$ cat config.mk
export PLATFORM = sky130hd
export DESIGN_NAME = instr_sequencer_flat
export DESIGN_NICKNAME = d
export VERILOG_FILES = /design/src/rtl/instr_sequencer_pkg.sv /design/src/rtl/instr_sequencer_if.sv /design/src/rtl/instr_sequencer_alu_watchdog.sv /design/src/rtl/instr_sequencer.sv /design/src/flat_wrapper.sv
export SDC_FILE = /design/constraint.sdc
export NUM_CORES = 1
export LEC_CHECK = 0
export CORE_MARGIN = 1.5
export CORE_UTILIZATION = 60
export CTS_BUF_LIST = sky130_fd_sc_hd__clkbuf_4 sky130_fd_sc_hd__clkbuf_8 sky130_fd_sc_hd__clkbuf_16
export CTS_CLUSTER_SIZE = 12
export DETAILED_ROUTE_END_ITERATION = 12
export DONT_BUFFER_PORTS = 1
export MAX_ROUTING_LAYER = met4
export PLACE_DENSITY = 0.83
export RECOVER_POWER = 50
export REMOVE_ABC_BUFFERS = 1
export SLEW_MARGIN = 40
export SYNTH_ARGS = -nofsm -noshare
export SYNTH_HDL_FRONTEND = slang
export SYNTH_HIERARCHICAL = 1
export SYNTH_SLANG_ARGS = --single-unit
$ cat constraint.sdc
create_clock -name clk -period 2.2 [get_ports clk]
set_input_delay 0.55 -clock clk [delete_from_list [all_inputs] [get_ports clk]]
set_output_delay 0.55 -clock clk [all_outputs]
set_load 0.03 [all_outputs]
$ cat src/rtl/instr_sequencer_pkg.sv
// Shared definitions for the instruction sequencer.
//   seq_state_e   : 3-bit state encodings SEQ_FETCH .. SEQ_WB
//   ALU_UDV/SDV   : decoder alu_op codes of the multi-cycle divide operations
//   dec_lat_t     : decoder fields captured in DECODE
//   seq_out_t     : registered output bundle of the sequencer
//   is_multicycle: true for ALU ops that use the start/done handshake
package instr_sequencer_pkg;

  typedef enum logic [2:0] {
    SEQ_FETCH    = 3'd0,
    SEQ_DECODE   = 3'd1,
    SEQ_EXEC     = 3'd2,
    SEQ_ALU_WAIT = 3'd3,
    SEQ_ATC_REQ  = 3'd4,
    SEQ_ATC_TEST = 3'd5,
    SEQ_ATC_CLR  = 3'd6,
    SEQ_WB       = 3'd7
  } seq_state_e;

  localparam logic [4:0] ALU_UDV = 5'h0C;
  localparam logic [4:0] ALU_SDV = 5'h0D;

  typedef struct packed {
    logic we;
    logic br;
    logic atc;
  } dec_lat_t;

  typedef struct packed {
    logic fetch_req;
    logic alu_start;
    logic atc_req;
    logic atc_lock;
    logic atc_clear;
    logic reg_we;
    logic ip_inc;
    logic ip_load;
    logic busy;
  } seq_out_t;

  function automatic logic is_multicycle(input logic [4:0] op);
    return (op == ALU_UDV) || (op == ALU_SDV);
  endfunction

endpackage

$ cat src/rtl/instr_sequencer_if.sv
// Handshake/bus signals between the sequencer and the rest of the core.
//   master : sequencer side (drives fetch/ALU/ATC/writeback strobes)
//   slave  : core side (fetch unit, decoder, ALU, flag arbiter)
// Signals:
//   fetch_req / instr_valid                      : instruction fetch
//   write_enable_in, branch_select_in, is_atc_in,
//   alu_op_in                                    : decoder outputs
//   alu_start / alu_done, cond_true              : ALU
//   atc_req / atc_gnt / atc_flag / atc_lock /
//   atc_clear                                    : shared flag access
//   reg_we, ip_inc, ip_load                      : writeback strobes
//   alu_timeout, busy                            : status
interface instr_sequencer_if;
  logic       fetch_req;
  logic       instr_valid;
  logic       write_enable_in;
  logic       branch_select_in;
  logic       is_atc_in;
  logic [4:0] alu_op_in;
  logic       alu_start;
  logic       alu_done;
  logic       cond_true;
  logic       atc_req;
  logic       atc_gnt;
  logic       atc_flag;
  logic       atc_lock;
  logic       atc_clear;
  logic       reg_we;
  logic       ip_inc;
  logic       ip_load;
  logic       alu_timeout;
  logic       busy;

  modport master (
    output fetch_req, alu_start, atc_req, atc_lock, atc_clear,
           reg_we, ip_inc, ip_load, alu_timeout, busy,
    input  instr_valid, write_enable_in, branch_select_in, is_atc_in,
           alu_op_in, alu_done, cond_true, atc_gnt, atc_flag
  );

  modport slave (
    input  fetch_req, alu_start, atc_req, atc_lock, atc_clear,
           reg_we, ip_inc, ip_load, alu_timeout, busy,
    output instr_valid, write_enable_in, branch_select_in, is_atc_in,
           alu_op_in, alu_done, cond_true, atc_gnt, atc_flag
  );
endinterface

$ cat src/rtl/instr_sequencer_alu_watchdog.sv
// alu_watchdog: counts cycles spent waiting on a multi-cycle ALU op.
//   clk     : clock
//   enable  : count this cycle (sequencer is in ALU_WAIT)
//   clear   : synchronous clear, dominates enable
//   expired : count has reached ALU_TIMEOUT
// The counter saturates at ALU_TIMEOUT so it can never wrap back below it.
module alu_watchdog #(
  parameter int ALU_TIMEOUT = 64,
  parameter int TO_W        = 7
) (
  input  logic clk,
  input  logic enable,
  input  logic clear,
  output logic expired
);

  localparam logic [TO_W-1:0] LIMIT = TO_W'(ALU_TIMEOUT);

  logic [TO_W-1:0] cnt;

  assign expired = (cnt >= LIMIT);

  always_ff @(posedge clk) begin
    if (clear)                   cnt <= '0;
    else if (enable && !expired) cnt <= cnt + TO_W'(1);
  end

endmodule

$ cat src/rtl/instr_sequencer.sv
// instr_sequencer: multi-cycle fetch/decode/execute/writeback sequencer.
// Gates the decoder's write_enable/branch_select/is_atc into single-cycle
// strobes, stalls on divide behind alu_start/alu_done with a watchdog, and
// runs the atomic test-and-clear as a locked access to the shared flag.
// Ports:
//   clk   : clock
//   reset : synchronous, active-high
//   step  : single-step pulse (only when SEQ_SINGLE_STEP_EN is defined)
//   bus   : instr_sequencer_if.master (fetch, decoder, ALU, ATC, WB strobes)
// Build option: define SEQ_SINGLE_STEP_EN to gate each fetch on a latched
// step pulse; undefined, FETCH requests unconditionally.
// Every output is a register loaded from the next-state decode, so outputs
// line up with the state they describe and carry no combinational paths.
module instr_sequencer
  import instr_sequencer_pkg::*;
#(
  parameter int ALU_TIMEOUT = 64,
  parameter int TO_W        = 7
) (
  input logic clk,
  input logic reset,
`ifdef SEQ_SINGLE_STEP_EN
  input logic step,
`endif
  instr_sequencer_if.master bus
);

  seq_state_e state, state_nxt;
  dec_lat_t   lat, lat_nxt;
  logic       take, take_nxt;
  logic       aborted, abort_nxt;
  logic       timeout_q, to_nxt;
  seq_out_t   out_q, out_d;
  logic       step_ok, step_ok_nxt;
  logic       expired;
  logic       wb_nxt;

`ifdef SEQ_SINGLE_STEP_EN
  logic step_lat, step_lat_nxt;
`endif

  alu_watchdog #(
    .ALU_TIMEOUT (ALU_TIMEOUT),
    .TO_W        (TO_W)
  ) u_wdog (
    .clk     (clk),
    .enable  (state == SEQ_ALU_WAIT),
    .clear   (reset || (state != SEQ_ALU_WAIT)),
    .expired (expired)
  );

  always_comb begin
    state_nxt = state;
    lat_nxt   = lat;
    take_nxt  = take;
    abort_nxt = aborted;
    to_nxt    = timeout_q;
    out_d     = '0;
`ifdef SEQ_SINGLE_STEP_EN
    step_ok   = step_lat;
`else
    step_ok   = 1'b1;
`endif

    unique case (state)
      SEQ_FETCH: begin
        if (bus.instr_valid && step_ok) state_nxt = SEQ_DECODE;
      end
      SEQ_DECODE: begin
        lat_nxt   = '{we: bus.write_enable_in, br: bus.branch_select_in,
                      atc: bus.is_atc_in};
        take_nxt  = 1'b0;
        abort_nxt = 1'b0;
        if (bus.is_atc_in) begin
          state_nxt = SEQ_ATC_REQ;
        end else if (is_multicycle(bus.alu_op_in)) begin
          state_nxt       = SEQ_ALU_WAIT;
          out_d.alu_start = 1'b1;
        end else begin
          state_nxt = SEQ_EXEC;
        end
      end
      SEQ_EXEC: begin
        take_nxt  = lat.br & bus.cond_true;
        state_nxt = SEQ_WB;
      end
      SEQ_ALU_WAIT: begin
        // done wins over a same-cycle expiry: the result is valid
        if (bus.alu_done) begin
          state_nxt = SEQ_WB;
        end else if (expired) begin
          abort_nxt = 1'b1;
          to_nxt    = 1'b1;
          state_nxt = SEQ_WB;
        end
      end
      SEQ_ATC_REQ: begin
        if (bus.atc_gnt) state_nxt = SEQ_ATC_TEST;
      end
      SEQ_ATC_TEST: begin
        // a grant dropped while locked is the arbiter's fault; carry on
        if (bus.atc_flag) begin
          state_nxt = SEQ_ATC_CLR;
        end else begin
          take_nxt  = 1'b0;
          state_nxt = SEQ_WB;
        end
      end
      SEQ_ATC_CLR: begin
        take_nxt  = 1'b1;
        state_nxt = SEQ_WB;
      end
      SEQ_WB: begin
        state_nxt = SEQ_FETCH;
      end
    endcase

`ifdef SEQ_SINGLE_STEP_EN
    // the latch is spent on leaving FETCH; a pulse in that same cycle
    // belongs to the next instruction
    step_lat_nxt = ((state == SEQ_FETCH) && (state_nxt != SEQ_FETCH)) ?
                   step : (step_lat | step);
    step_ok_nxt  = step_lat_nxt;
`else
    step_ok_nxt  = 1'b1;
`endif

    wb_nxt          = (state_nxt == SEQ_WB);
    out_d.fetch_req = (state_nxt == SEQ_FETCH) && step_ok_nxt;
    out_d.busy      = (state_nxt != SEQ_FETCH);
    out_d.atc_req   = (state_nxt == SEQ_ATC_REQ);
    out_d.atc_clear = (state_nxt == SEQ_ATC_CLR);
    // lock spans grant through the ATC's own writeback cycle
    out_d.atc_lock  = (state_nxt == SEQ_ATC_TEST) || (state_nxt == SEQ_ATC_CLR) ||
                      (wb_nxt && lat_nxt.atc);
    out_d.reg_we    = wb_nxt && lat_nxt.we && !lat_nxt.br && !lat_nxt.atc &&
                      !abort_nxt;
    out_d.ip_load   = wb_nxt && take_nxt;
    out_d.ip_inc    = wb_nxt && !take_nxt;
  end

  always_ff @(posedge clk) begin
    if (reset) begin
      state     <= SEQ_FETCH;
      lat       <= '0;
      take      <= 1'b0;
      aborted   <= 1'b0;
      timeout_q <= 1'b0;
      out_q     <= '0;
    end else begin
      state     <= state_nxt;
      lat       <= lat_nxt;
      take      <= take_nxt;
      aborted   <= abort_nxt;
      timeout_q <= to_nxt;
      out_q     <= out_d;
    end
  end

`ifdef SEQ_SINGLE_STEP_EN
  always_ff @(posedge clk) begin
    if (reset) step_lat <= 1'b0;
    else       step_lat <= step_lat_nxt;
  end
`endif

  assign bus.fetch_req   = out_q.fetch_req;
  assign bus.alu_start   = out_q.alu_start;
  assign bus.atc_req     = out_q.atc_req;
  assign bus.atc_lock    = out_q.atc_lock;
  assign bus.atc_clear   = out_q.atc_clear;
  assign bus.reg_we      = out_q.reg_we;
  assign bus.ip_inc      = out_q.ip_inc;
  assign bus.ip_load     = out_q.ip_load;
  assign bus.busy        = out_q.busy;
  assign bus.alu_timeout = timeout_q;

  a_wb_excl: assert property (@(posedge clk) !(out_q.ip_inc && out_q.ip_load));

endmodule

$ cat src/flat_wrapper.sv
// flat-port wrapper written by rule: the top's interface ports become plain ports
module instr_sequencer_flat import instr_sequencer_pkg::*;
#(
  parameter int ALU_TIMEOUT = 64,
  parameter int TO_W        = 7
)
  (clk, reset, bus_fetch_req, bus_alu_start, bus_atc_req, bus_atc_lock, bus_atc_clear, bus_reg_we, bus_ip_inc, bus_ip_load, bus_alu_timeout, bus_busy, bus_instr_valid, bus_write_enable_in, bus_branch_select_in, bus_is_atc_in, bus_alu_op_in, bus_alu_done, bus_cond_true, bus_atc_gnt, bus_atc_flag);
  instr_sequencer_if bus_i ();
  input logic clk;
  input logic reset;
  output wire logic [$bits(bus_i.fetch_req)-1:0] bus_fetch_req;
  output wire logic [$bits(bus_i.alu_start)-1:0] bus_alu_start;
  output wire logic [$bits(bus_i.atc_req)-1:0] bus_atc_req;
  output wire logic [$bits(bus_i.atc_lock)-1:0] bus_atc_lock;
  output wire logic [$bits(bus_i.atc_clear)-1:0] bus_atc_clear;
  output wire logic [$bits(bus_i.reg_we)-1:0] bus_reg_we;
  output wire logic [$bits(bus_i.ip_inc)-1:0] bus_ip_inc;
  output wire logic [$bits(bus_i.ip_load)-1:0] bus_ip_load;
  output wire logic [$bits(bus_i.alu_timeout)-1:0] bus_alu_timeout;
  output wire logic [$bits(bus_i.busy)-1:0] bus_busy;
  input wire logic [$bits(bus_i.instr_valid)-1:0] bus_instr_valid;
  input wire logic [$bits(bus_i.write_enable_in)-1:0] bus_write_enable_in;
  input wire logic [$bits(bus_i.branch_select_in)-1:0] bus_branch_select_in;
  input wire logic [$bits(bus_i.is_atc_in)-1:0] bus_is_atc_in;
  input wire logic [$bits(bus_i.alu_op_in)-1:0] bus_alu_op_in;
  input wire logic [$bits(bus_i.alu_done)-1:0] bus_alu_done;
  input wire logic [$bits(bus_i.cond_true)-1:0] bus_cond_true;
  input wire logic [$bits(bus_i.atc_gnt)-1:0] bus_atc_gnt;
  input wire logic [$bits(bus_i.atc_flag)-1:0] bus_atc_flag;
  assign bus_fetch_req = bus_i.fetch_req;
  assign bus_alu_start = bus_i.alu_start;
  assign bus_atc_req = bus_i.atc_req;
  assign bus_atc_lock = bus_i.atc_lock;
  assign bus_atc_clear = bus_i.atc_clear;
  assign bus_reg_we = bus_i.reg_we;
  assign bus_ip_inc = bus_i.ip_inc;
  assign bus_ip_load = bus_i.ip_load;
  assign bus_alu_timeout = bus_i.alu_timeout;
  assign bus_busy = bus_i.busy;
  assign bus_i.instr_valid = bus_instr_valid;
  assign bus_i.write_enable_in = bus_write_enable_in;
  assign bus_i.branch_select_in = bus_branch_select_in;
  assign bus_i.is_atc_in = bus_is_atc_in;
  assign bus_i.alu_op_in = bus_alu_op_in;
  assign bus_i.alu_done = bus_alu_done;
  assign bus_i.cond_true = bus_cond_true;
  assign bus_i.atc_gnt = bus_atc_gnt;
  assign bus_i.atc_flag = bus_atc_flag;
  instr_sequencer #(.ALU_TIMEOUT(ALU_TIMEOUT), .TO_W(TO_W)) u_core (.clk(clk), .reset(reset), .bus(bus_i));
endmodule
==> tab_implementation.tex <==
\begin{tabular}{lr}
\hline
Metric & Value \\
\hline
\multicolumn{2}{l}{\textbf{Cells and area}} \\
\quad Biggest regs & u\_core/u\_wdog/cnt x7, u\_core/lat x3, u\_core/state x3 \\
\quad Leading cell types in the layout, fill and taps excluded & sky130\_fd\_sc\_hd\_\_dfxtp\_1 (25), sky130\_fd\_sc\_hd\_\_nor2\_1 (21), sky130\_fd\_sc\_hd\_\_nor2b\_1 (5) \\
\quad Most common library cell in the layout ignoring fill and taps & sky130\_fd\_sc\_hd\_\_dfxtp\_1 \\
\quad Flip-flop count of the largest register, all copies and words added & 7 \\
\quad Area growth syn-to-layout & 3.36\% \\
\quad Area taken by flip-flops and latches & around 500 um2 \\
\quad Register with the highest flop count & u\_core/u\_wdog/cnt \\
\quad Final Net Count & roughly 140 \\
\quad Final core utilization & approximately two thirds \\
\quad ANT cells & 0 \\
\quad Fraction of layout cells with a size suffix above 1 & 10.8\% \\
\quad Fill count & roughly 150 \\
\quad Final std cells w/o fill & $\sim$150 \\
\quad Area of the multi-input gates & $\sim$600 um2 \\
\multicolumn{2}{l}{\textbf{Drt}} \\
\quad Number of DRC violations after detailed routing & 0 \\
\quad Total wire length & 1.85 mm \\
\quad First DRT Iteration DRCs & 14 \\
\quad Number of iterations in the first detailed-routing pass & 4 \\
\quad Vias per Instance & $\sim$5.7 \\
\quad Highest layer used for signal routing & met4 \\
\quad WL met1 & just over 900 um \\
\quad Routed WL per cell & 12.8 um \\
\quad Antenna violation net count after detailed routing & 0 \\
\quad Routed via count & between 800 and 900 \\
\quad Amount of wire on met2 after detailed routing & between 800 and 900 um \\
\quad Total met3 wirelength after detailed routing & slightly below 90 um \\
\multicolumn{2}{l}{\textbf{Die}} \\
\quad Die X-Extent & around 47 um \\
\quad Die Ht & between 40 and 50 um \\
\quad Core area & approximately 0.0018 mm2 \\
\quad Number of placed I/O pins & 25 \\
\quad Die Area & $\sim$0.0022 mm2 \\
\quad Total number of placement rows & 15 \\
\quad Initial cell density of the core & between 60\% and 70\% \\
\multicolumn{2}{l}{\textbf{Logic synthesis}} \\
\quad Count of mapped cells out of synthesis & 120 \\
\quad Primary FF master, synth & sky130\_fd\_sc\_hd\_\_dfxtp\_1 \\
\quad Average instance area after synthesis & around 9.6 um2 \\
\quad Area contributors post-synth & sky130\_fd\_sc\_hd\_\_dfxtp\_1 (43\%), sky130\_fd\_sc\_hd\_\_nor2\_1 (6.8\%), sky130\_fd\_sc\_hd\_\_mux2\_1 (3.9\%) \\
\quad Synth area leader & sky130\_fd\_sc\_hd\_\_dfxtp\_1 \\
\quad FFs w/ async S/R, synth & 0\% \\
\quad Share of synthesized area occupied by flip-flops and latches & 43.3\% \\
\quad Number of distinct standard cells referenced by the synthesized netlist & 43 \\
\quad Netlist area before placement & between 0.001 and 0.0015 mm2 \\
\quad Warning count from the yosys run & 6 \\
\quad Share of Yosys cell area claimed by the top area cell type & between 40\% and 50\% \\
\quad Number of flip-flops and latches in the synthesized netlist & 25 \\
\quad EDFF count, synth & 0 \\
\multicolumn{2}{l}{\textbf{Placed design}} \\
\quad Dpl ws & 0.401 ns \\
\quad Weighted congestion at the end of routability-driven global placement & roughly 0.9 \\
\quad DPL Wire Length & 1.38 mm \\
\quad Placed instance count & approximately 140 \\
\quad Port bufs & 0 \\
\multicolumn{2}{l}{\textbf{Clock tree}} \\
\quad Cts repair resizes & 0 \\
\quad Level count of the clock H-tree & 1 \\
\quad TritonCTS clock tree & done \\
\quad Worst skew pair latency & approximately 0.3 ns \\
\quad Post-CTS Hold Buffers & 0 \\
\quad Master cell of the clock root buffer & sky130\_fd\_sc\_hd\_\_clkbuf\_4 \\
\quad \# clock sinks & 25 \\
\quad Clock Tree Buf Depth & 2 \\
\quad TritonCTS buffer count & 3 \\
\quad Buffers inserted during post-CTS setup optimization & 0 \\
\quad Clock-pin slew on the worst setup and hold paths & $\sim$0.12 ns \\
\multicolumn{2}{l}{\textbf{GRT}} \\
\quad First-pass GRT wire length & 3.11 mm \\
\quad Gr ovfl total & 0 \\
\quad Vias in the first global route & $\sim$700 \\
\quad Antenna violations before repair & 0 \\
\quad Largest net degree at the start of global routing & 16 \\
\quad Total routing resource utilization after global routing & about a fifth \\
\multicolumn{2}{l}{\textbf{Worst setup path}} \\
\quad Setup slack of the worst register-to-register path & around 0.35 ns \\
\quad Kind of end point of the critical path & register \\
\quad Destination of the critical timing path & u\_core/u\_wdog/cnt[4] \\
\quad Worst path required time & $\sim$2.4 ns \\
\quad Critical-path maximum fanout & 12 \\
\quad Nature of the critical path startpoint & register \\
\quad Endpoint of the worst register-to-register path & u\_core/u\_wdog/cnt[4] \\
\quad Logic depth of the worst register-to-register path & 5 \\
\quad Arrival time of the worst setup path & 2.05 ns \\
\quad Setup CP Type & reg -> reg \\
\quad Critical path launch point & u\_core/state[1] \\
\quad Startpoint of the worst register-to-register path & u\_core/state[1] \\
\multicolumn{2}{l}{\textbf{STA}} \\
\quad Final Critical Period & 1.85 ns \\
\quad Final setup skew & around 0.0014 ns \\
\quad Ratio of final minimum period to clock period & 84.0\% \\
\quad Finish-stage setup viols & 0 \\
\quad Worst-Margin Slew & slightly below 0.5 ns \\
\quad Worst slew margin relative to its limit & between 60\% and 70\% \\
\quad RSZ-0062 raised after global routing & no \\
\quad Count of final max-slew check failures & 0 \\
\quad Setup TNS & 0 ns \\
\quad Setup WS post-layout & around 0.35 ns \\
\quad Max Clock Freq & between 500 and 600 MHz \\
\quad Endpoints failing hold & 0 \\
\multicolumn{2}{l}{\textbf{Job}} \\
\quad Max-Cap Viols & 0 \\
\multicolumn{2}{l}{\textbf{Pwr}} \\
\quad Overall power & around 920 uW \\
\quad Leak Pwr & around 0.44 nW \\
\quad Worst VDD drop & 455 uV \\
\quad Power density over cell area & approximately 770 mW/mm2 \\
\multicolumn{2}{l}{\textbf{Hold path}} \\
\quad Tightest Hold Check Type & in -> reg \\
\quad Cell depth of the worst min-delay path & 1 \\
\multicolumn{2}{l}{\textbf{Run status}} \\
\quad Status & finished, final reports clean \\
\hline
\end{tabular}
## critical path: stages, from the launching register on
cell	delay, ns
sky130_fd_sc_hd__dfxtp_1	0.62
sky130_fd_sc_hd__inv_1	0.16
sky130_fd_sc_hd__nor3b_1	0.27
sky130_fd_sc_hd__nor2b_4	0.26
sky130_fd_sc_hd__nand4_1	0.13
sky130_fd_sc_hd__mux2_1	0.32
## metal layers
| layer | vias up | global-route usage, % |
|---|---|---|
| met5 | - | - |
| met4 | 0 | 8.33 |
| met3 | 2 | 3.85 |
| met2 | 21 | 29.9 |
| met1 | 373 | 27.6 |
| li1 | 424 | - |
## logic make-up (layout without fill, tap and decap cells)
group | after synthesis | count (layout) | share of synthesized area [%]
mux | 8 | 8 | 7.37
compound gates | 20 | 20 | 12.4
flops | 25 | 25 | 43.3
xor+xnor | 2 | 2 | 1.52
buf+inv | 10 | 10 | 4.01
fa+ha+maj | 2 | 2 | 2.17
simple gates | 53 | 53 | 29.3
## metrics by stage
stage,hold slack (ns),instance area [um2]
2_1_floorplan,0.460,1120
3_3_place_gp,0.477,1170
3_5_place_dp,0.484,1170
4_1_cts,0.284,1200
5_1_grt,0.274,1190
6_report,0.296,1190
## synthesized netlist by cell type (2+ instances only)
library cell	instances
sky130_fd_sc_hd__a211oi_1	3
sky130_fd_sc_hd__a21oi_1	3
sky130_fd_sc_hd__a31oi_1	3
sky130_fd_sc_hd__and3b_1	2
sky130_fd_sc_hd__buf_4	2
sky130_fd_sc_hd__clkbuf_1	2
sky130_fd_sc_hd__dfxtp_1	25
sky130_fd_sc_hd__ha_1	2
sky130_fd_sc_hd__inv_1	4
sky130_fd_sc_hd__mux2_1	4
sky130_fd_sc_hd__mux2i_1	4
sky130_fd_sc_hd__nand2_1	4
sky130_fd_sc_hd__nand2b_1	2
sky130_fd_sc_hd__nand3b_1	2
sky130_fd_sc_hd__nand4_1	3
sky130_fd_sc_hd__nor2_1	21
sky130_fd_sc_hd__nor2b_1	5
sky130_fd_sc_hd__o21bai_1	2
sky130_fd_sc_hd__o22ai_1	2
sky130_fd_sc_hd__or3b_1	2
## power breakdown
part           internal, mW  leakage [nW]  switching, mW
Combinational        0.0833         0.223         0.0868
Sequential            0.486         0.203         0.0726
Clock                0.0677        0.0177          0.124
Total                 0.637         0.444          0.283
## worst min path at each step
stage | end | startpoint
after floorplan | u_core/lat[2] | u_core/lat[2]
after global placement | u_core/lat[0] | u_core/lat[0]
after detailed placement | u_core/lat[0] | u_core/lat[0]
after CTS | u_core/lat[0] | reset
after global routing | u_core/lat[0] | reset
final | u_core/lat[0] | reset
## final cells by class
class                   count  share of cell area (%)
repair buffers              2                   0.943
flip-flops and latches     25                    41.9
inverters                   4                    1.26
clock inverters             1                   0.419
well taps                  25                    2.62
clock buffers               3                    1.89
multi-input cells          85                    50.9
Power figures use the tool's default switching activity.
